$ cat config.mk
export PLATFORM = sky130hd
export DESIGN_NAME = flow_step_ctrl
export DESIGN_NICKNAME = d
export VERILOG_FILES = /design/src/rtl/flow_step_ctrl.sv
export SDC_FILE = /design/constraint.sdc
export NUM_CORES = 1
export LEC_CHECK = 0
export BUFFER_PORTS_ARGS = -buffer_cell sky130_fd_sc_hd__buf_2
export CAP_MARGIN = 10
export CELL_PAD_IN_SITES_DETAIL_PLACEMENT = 1
export CELL_PAD_IN_SITES_GLOBAL_PLACEMENT = 1
export CORE_MARGIN = 5
export CORE_UTILIZATION = 25
export CTS_CLUSTER_SIZE = 20
export DETAILED_ROUTE_END_ITERATION = 8
export PLACE_DENSITY = 0.51
export SETUP_SLACK_MARGIN = 0.02
export SKIP_CTS_REPAIR_TIMING = 1
export SYNTH_ARGS = -nofsm -noshare
export SYNTH_HDL_FRONTEND = slang
export SYNTH_SLANG_ARGS = --single-unit
$ cat constraint.sdc
create_clock -name sys_clk50 -period 6.6 [get_ports sys_clk50]
set_input_delay 1.98 -clock sys_clk50 [delete_from_list [all_inputs] [get_ports sys_clk50]]
set_output_delay 1.98 -clock sys_clk50 [all_outputs]
set_load 0.05 [all_outputs]
$ cat src/rtl/flow_step_ctrl.sv
// Step-pulse, direction and run/pause controller for the rotating LED display, driven by three debounced keys.
// Optional FLOW_STEP_SINGLE_EN: while paused, a speed press emits one single-step pulse instead of changing speed.
module flow_step_ctrl #(
    parameter int BASE_PERIOD  = 10000000,
    parameter int DEBOUNCE_CYC = 1000000
) (
    input  logic       sys_clk50,
    input  logic       rst_n,
    input  logic       key_speed_n,
    input  logic       key_dir_n,
    input  logic       key_pause_n,
    output logic       step,
    output logic       dir,
    output logic       run,
    output logic [1:0] speed
);
    localparam int CNT_W = $clog2(BASE_PERIOD);
    localparam int DB_W  = $clog2(DEBOUNCE_CYC);
    localparam logic [DB_W-1:0] DB_LAST = DB_W'(DEBOUNCE_CYC - 1);

    localparam int K_SPEED = 0;
    localparam int K_DIR   = 1;
    localparam int K_PAUSE = 2;

    typedef enum logic {
        S_RUN   = 1'b0,
        S_PAUSE = 1'b1
    } state_t;

    logic [2:0]       keys_raw;
    logic [2:0]       sync1_q;
    logic [2:0]       sync2_q;
    logic [2:0]       stable_q;
    logic [2:0]       stable_d;
    logic [2:0]       press;
    logic [DB_W-1:0]  deb_cnt_q [3];
    logic [DB_W-1:0]  deb_cnt_d [3];

    state_t           state_q;
    logic [CNT_W-1:0] cnt_q;
    logic [CNT_W-1:0] period_m1;
    logic             step_q;
    logic             dir_q;
    logic [1:0]       speed_q;

    assign keys_raw = {key_pause_n, key_dir_n, key_speed_n};

    // A press is the 1->0 edge of the debounced state, seen one cycle before stable_q updates.
    always_comb begin
        stable_d = stable_q;
        press    = '0;
        for (int k = 0; k < 3; k++) begin
            deb_cnt_d[k] = '0;
            if (sync2_q[k] != stable_q[k]) begin
                if (deb_cnt_q[k] == DB_LAST) begin
                    stable_d[k] = sync2_q[k];
                    press[k]    = ~sync2_q[k];
                end else begin
                    deb_cnt_d[k] = deb_cnt_q[k] + DB_W'(1);
                end
            end
        end
    end

    always_ff @(posedge sys_clk50 or negedge rst_n) begin
        if (!rst_n) begin
            sync1_q  <= '1;
            sync2_q  <= '1;
            stable_q <= '1;
            for (int k = 0; k < 3; k++) begin
                deb_cnt_q[k] <= '0;
            end
        end else begin
            sync1_q  <= keys_raw;
            sync2_q  <= sync1_q;
            stable_q <= stable_d;
            for (int k = 0; k < 3; k++) begin
                deb_cnt_q[k] <= deb_cnt_d[k];
            end
        end
    end

    always_comb begin
        period_m1 = CNT_W'((BASE_PERIOD >> speed_q) - 1);
    end

    // Later assignments override the expiry wrap, so a speed press always restarts the period.
    always_ff @(posedge sys_clk50 or negedge rst_n) begin
        if (!rst_n) begin
            state_q <= S_RUN;
            cnt_q   <= '0;
            step_q  <= 1'b0;
            dir_q   <= 1'b0;
            speed_q <= 2'd0;
        end else begin
            step_q <= 1'b0;
            case (state_q)
                S_RUN: begin
                    if (cnt_q == period_m1) begin
                        step_q <= 1'b1;
                        cnt_q  <= '0;
                    end else begin
                        cnt_q <= cnt_q + CNT_W'(1);
                    end
                    if (press[K_SPEED]) begin
                        cnt_q   <= '0;
                        speed_q <= speed_q + 2'd1;
                    end
                    if (press[K_PAUSE]) begin
                        state_q <= S_PAUSE;
                    end
                end
                S_PAUSE: begin
`ifdef FLOW_STEP_SINGLE_EN
                    if (press[K_SPEED]) begin
                        step_q <= 1'b1;
                    end
`else
                    if (press[K_SPEED]) begin
                        cnt_q   <= '0;
                        speed_q <= speed_q + 2'd1;
                    end
`endif
                    if (press[K_PAUSE]) begin
                        state_q <= S_RUN;
                    end
                end
                default: state_q <= S_RUN;
            endcase
            if (press[K_DIR]) begin
                dir_q <= ~dir_q;
            end
        end
    end

    assign step  = step_q;
    assign dir   = dir_q;
    assign run   = (state_q == S_RUN);
    assign speed = speed_q;

endmodule
==> results of run 1 <==
-- cell usage after synthesis, types with 2 or more instances --
master	instances	area (sq um)
nand4b_1	3	26.3
or4_1	4	30.0
and4_1	4	35.0
nand4_1	14	87.6
and4b_1	2	20.0
or3_1	11	68.8
a21o_1	3	22.5
xor2_1	34	298
a22o_1	5	43.8
o31a_1	3	26.3
o22ai_1	2	12.5
mux2i_1	2	20.0
nand3b_1	4	30.0
nor2_1	74	278
buf_2	6	30.0
nand3_1	42	210
dfstp_2	9	236
inv_1	15	56.3
o211ai_1	3	22.5
nor3b_1	2	15.0
xnor2_1	33	289
nor4_1	9	56.3
nor3_1	13	65.1
dfrtp_1	89	2230
and3_1	11	68.8
nand2b_1	2	12.5
a31oi_1	5	31.3
ha_1	11	138
clkbuf_1	7	26.3
or4bb_1	2	22.5
and2_1	4	25.0
mux2_2	4	45.0
a21oi_1	4	20.0
nand2_1	44	165
o21ai_0	6	30.0
nor2b_1	3	18.8
a31o_2	6	52.6
or2_2	3	18.8
-- layout make-up --
| type | count | share of cell area, % |
|---|---|---|
| multi-input cells | 393 | 43.9 |
| clock inverters | 5 | 1.09 |
| repair buffers | 11 | 1.09 |
| inverters | 15 | 0.983 |
| clock buffers | 10 | 4.00 |
| flip-flops and latches | 98 | 43.0 |
| well taps | 270 | 5.90 |
-- registers in the layout (all words and copies together), names as in the netlist --
signal     cells
state_q        1
cnt_q         24
step           1
stable_q       3
speed          2
sync2_q        3
dir            1
sync1_q        3
deb_cnt_q     60
-- power groups by stage --
stage	sequential, mW	combinational (mW)	clock (mW)
2_1_floorplan	0.624	0.0132	0
3_3_place_gp	0.625	0.0302	0
3_5_place_dp	0.625	0.0311	0
4_1_cts	0.614	0.0313	0.555
5_1_grt	0.615	0.0351	0.579
6_report	0.614	0.0292	0.536
-- critical path, cell delays in order (launching register included) --
cell and delay [ps]:
dfrtp_1 430, inv_1 160, buf_2 300
-- per-stage QoR --
step	power [mW]	utilization (%)
finish	1.18	28.4
global route	1.23	28.4
CTS	1.20	28.4
detailed placement	0.656	26.9
global placement	0.655	26.9
floorplan	0.637	-
-- final timing paths --
kind	startpoint	endpoint	slack (ps)	cells past startpoint
max	state_q$_DFF_PN0_	run	3390	2
min	sync1_q[2]$_DFF_PN1_	sync2_q[2]$_DFF_PN1_	360	0
max reg2reg	speed[1]$_DFFE_PN0P_	cnt_q[12]$_DFFE_PN0P_	3570	8
min reg2reg	sync1_q[2]$_DFF_PN1_	sync2_q[2]$_DFF_PN1_	360	0
max in group asynchronous	rst_n	deb_cnt_q[58]$_DFF_PN0_	3810	2
min in group asynchronous	rst_n	deb_cnt_q[37]$_DFF_PN0_	1610	1
-- cell families after synthesis --
family / count (synthesis) / share of synthesized area (%)
compound gates: 49 / 7.52
xor+xnor: 67 / 11.5
fa+ha+maj: 11 / 2.70
buf+inv: 30 / 2.52
flops: 98 / 48.2
mux: 6 / 1.27
simple gates: 260 / 26.2
-- per-layer routing --
metal	vias to the layer above	routed length, microns
met3	9	242
met2	20	5560
met1	1974	6080
met5	-	0
li1	1832	-
met4	0	119
==> metrics, run 1 <==
flops & latches, synth 98; Int Pwr about 0.91 mW; Core Footprint 20200 sq um; most frequent cells in the layout dfrtp_1 (89), nor2_1 (74), nand2_1 (44); Reg area ~2500 sq um; Multi-input gate area 2510 sq um; Max-Cap Viols 0; Top Ports 10; final instance area ~5700 sq um; Port Buf Inserts 9; GRT overflow 0; DP HPWL 8.32 mm; die footprint between 20000 and 25000 sq um; Netlist cell types 61; Top FF cell, synth dfrtp_1; Critical Path AT ~1200 ps; Final Non-Filler Cells 802; Die Wd approximately 150 microns; vias in the first global route 4069; DRC 0; Gate power share 2.5%; GR Layer Usage met3 between 2 and 2.5%; Worst Slack Setup Final about 3400 ps; Post-Syn Nets about 540; cells after synthesis 521; Final Hold Fails 0; crit start category register; RSZ-0062 raised after global routing false; antenna violations before repair 0; pin count of the biggest net entering global routing 60; Final ANT Viol Nets 0; Pre-Repair DR Iteration Count 4; pre-CTS setup slack 3320 ps; final wirelength 12.0 mm; number of CTS-inserted buffers 9; Placement Rows 52; Starting DRT DRC Count between 150 and 200; Final Wtd Congestion between 0.7 and 0.8; final setup fails 0; clock insertion delay at the later pin of the skew report ~350 ps; hold_ws 359 ps; CP Capture Type output pin; commonest non-fill, non-tap cell in the layout dfrtp_1; Sw Pwr between 0.2 and 0.3 mW; clk root buf clkbuf_16; maximum VDD drop 0.114 mV; dpl cell area approximately 5400 sq um; mapped cell area 5110 sq um; Slew Viols, Final 0; met2 usage roughly 17%; final worst-path cycle share 48.6%; peak fanout along the critical path 5; number of flops mapped to enable cells by yosys 0; crit path kind reg2out; clock transition at the registers of the reported paths ~70 ps; switch share 22.8%; Final min period 3210 ps; Clock Sinks 98; slew margin rel. 31.7%; LEAKAGE 2.40 nW; met1 Use GR 14.7%; first-pass GRT wire length 20.6 mm; Initial Util 25.3%; Clock power frac 45.5%; sequential area share after synthesis 48.2%; wire per inst approximately 15 microns; CTS tree built; ys async rst share 100%; worst hold path type reg2reg; via/cell ratio 4.78; Top Usage Layer GRT met2; achievable clock frequency roughly 0.31 GHz; Filler cells 2330; clock tree buffer depth 2; Synth-to-Final Area Change 12.1%; layout cells sized above 1 around a tenth; Ant. Diodes 0; Pwr Density 206 nW/um^2; H-tree level count 3; placed cells 787; Syn. warnings 0; Flop pwr share roughly 52%; TNS Setup 0 ps; via count 3835; Clock Skews 12.6 ps; outcome completed; Syn Area/Cell a little under 10 sq um; CP Data Required Time 4620 ps; Die Span Y 153 microns; worst slew pin tran a little over 1000 ps; Total GRT Usage 10.5%; Final nets 544
Power figures use the tool's default switching activity.
==> run 2: changes to the inputs <==
==> constraint.sdc (replaced) <==
create_clock -name sys_clk50 -period 3.1 [get_ports sys_clk50]
set_input_delay 0.93 -clock sys_clk50 [delete_from_list [all_inputs] [get_ports sys_clk50]]
set_output_delay 0.93 -clock sys_clk50 [all_outputs]
set_load 0.05 [all_outputs]
==> metrics, run 2 (synthesized netlist as in run 1, its figures left out) <==
Synth-to-Final Area Change 14.1%; hold path depth 0 (unchanged); outcome completed; clk root buf clkbuf_16; Top Ports 10 (unchanged); Final ANT Viol Nets 0 (unchanged); top flop regs deb_cnt_q x60, cnt_q x24; Total GRT Usage 11.0% (+0.47 points); R2R Setup Slk 280 ps (-3290 ps); Ant. Diodes 0 (unchanged); antenna violations before repair 0 (unchanged); Final Wtd Congestion 0.738 (+1.1%); Worst R2R Start speed[0]$_DFFE_PN0P_; Final Hold Fails 0 (unchanged); clock insertion delay at the later pin of the skew report 350 ps (about the same); first-pass GRT wire length 21.1 mm (+2.5%); Worst Slack Setup Final 278 ps (-3120 ps); Core Footprint 20200 sq um (unchanged); peak fanout along the critical path 9 (+4); die footprint 23400 sq um (unchanged); Die Wd 153 microns (unchanged); Final min period roughly 2800 ps; max reg flops 60 (unchanged); Filler cells 2351 (+0.90%); Top reg by flops deb_cnt_q; commonest non-fill, non-tap cell in the layout dfrtp_1; via count 3816 (-0.50%); RSZ-0062 raised after global routing false; crit path launch speed[0]$_DFFE_PN0P_; clock transition at the registers of the reported paths 70 ps (about the same); pre-CTS setup slack 152 ps (-3160 ps); H-tree level count 3 (unchanged); DP HPWL 8.74 mm (+5.1%); Die Span Y 153 microns (unchanged); final setup fails 0 (unchanged); crit start category register; Port Buf Inserts 9 (unchanged); Slew Viols, Final 0 (unchanged); slew margin rel. 30.6% (-1.0 points); CP Data Required Time 3360 ps (-1260 ps); Clock Sinks 98 (unchanged); Starting DRT DRC Count 167 (+5.7%); wire per inst 15.0 microns (+0.40%); Clock Skews 9.84 ps (-2.80 ps); layout cells sized above 1 11.8% (+1.8 points); final wirelength 12.2 mm (+1.9%); crit path kind reg2reg; TNS Setup 0 ps (unchanged); Total Power 2.50 mW (+110%); pin count of the biggest net entering global routing 51 (-15%); CTS tree built; Reg-to-Reg End cnt_q[8]$_DFFE_PN0P_; Pre-Repair DR Iteration Count 4 (unchanged); worst slew pin tran 1040 ps (+15.1 ps); Initial Util 25.3% (unchanged); GRT overflow 0 (unchanged); Critical Path AT 3090 ps (+1860 ps); achievable clock frequency 0.354 GHz; Placement Rows 52 (unchanged); Hold Path End sync2_q[1]$_DFF_PN1_; vias in the first global route 4052 (-0.42%); DRC 0 (unchanged); final worst-path cycle share between 90% and 100%; LEAKAGE 2.47 nW (+2.7%); most frequent cells in the layout dfrtp_1 (89), nor2_1 (74), nand2_1 (44); Pwr Density 429 nW/um^2 (+110%); Final nets 555 (+2.0%); via/cell ratio 4.69 (-2.0%); CP Capture Type register; worst hold path type reg2reg; min-delay src sync1_q[1]$_DFF_PN1_; number of CTS-inserted buffers 9 (unchanged); Max-Cap Viols 0 (unchanged); maximum VDD drop 0.247 mV (+120%); path depth of the worst reg2reg path 8 (unchanged); clock tree buffer depth 2 (unchanged)
run 2: changes by cell type in the layout (fill, tap and decap cells not counted), moves of 2 or more:
| cell | previous run | this run |
|---|---|---|
| clkinv_2 | 0 | 2 |
| clkbuf_1 | 1 | 3 |
| buf_4 | 3 | 13 |
| inv_6 | 2 | 0 |
| clkinvlp_4 | 2 | 0 |
run 2: worst max-delay path, cell delays in order (launching register included):
cell and delay, ps:
dfrtp_1 490, inv_1 160, ha_1 380, nor4b_2 300, a211oi_1 150, o21a_1 260
o211a_1 360, or4_1 540, o211ai_1 120
run 2: worst max-delay path by stage:
stage	to	slack (ps)	depth (start not counted)
5_1_grt	cnt_q[8]$_DFFE_PN0P_	50	8
4_1_cts	cnt_q[12]$_DFFE_PN0P_	140	8
2_1_floorplan	cnt_q[8]$_DFFE_PN0P_	230	9
3_5_place_dp	cnt_q[12]$_DFFE_PN0P_	150	8
3_3_place_gp	cnt_q[12]$_DFFE_PN0P_	320	8
6_report	cnt_q[8]$_DFFE_PN0P_	280	8
run 2: area by class of cell:
cell class / instances / area (sq um) / area share (%)
Inverter: 15 / 56.3 / 0.967
Multi-Input combinational cell: 393 / 2520 / 43.2
Clock inverter: 3 / 40.0 / 0.687
Sequential cell: 98 / 2460 / 42.3
Clock buffer: 13 / 250 / 4.30
Timing Repair Buffer: 22 / 158 / 2.71
Tap cell: 270 / 338 / 5.80
run 2: per-layer routing:
metal  global-route usage [%]  vias to the layer above  share of wire, %
met3                     1.87                       15               1.8
li1                         -                     1859                 -
met2                     17.4                       28                46
met1                     14.9                     1914                50
met4                     4.24                        0               1.7
met5                        0                        -                 0
run 2: stage by stage:
stage               instance area (sq um)  hold WS, ps  utilization, %  instances
floorplan                            5110          345               -        521
global placement                     5500          346            27.3        794
detailed placement                   5500          349            27.3        794
CTS                                  5790          355            28.7        810
global route                         5820          352            28.9        814
finish                               5820          350            28.9        814
run 2: where the power goes:
group	switching [mW]	leakage [nW]	internal (mW)
combinational	0.0487	1.01	0.0173
clock	0.478	0.144	0.647
sequential	0.0124	1.32	1.30
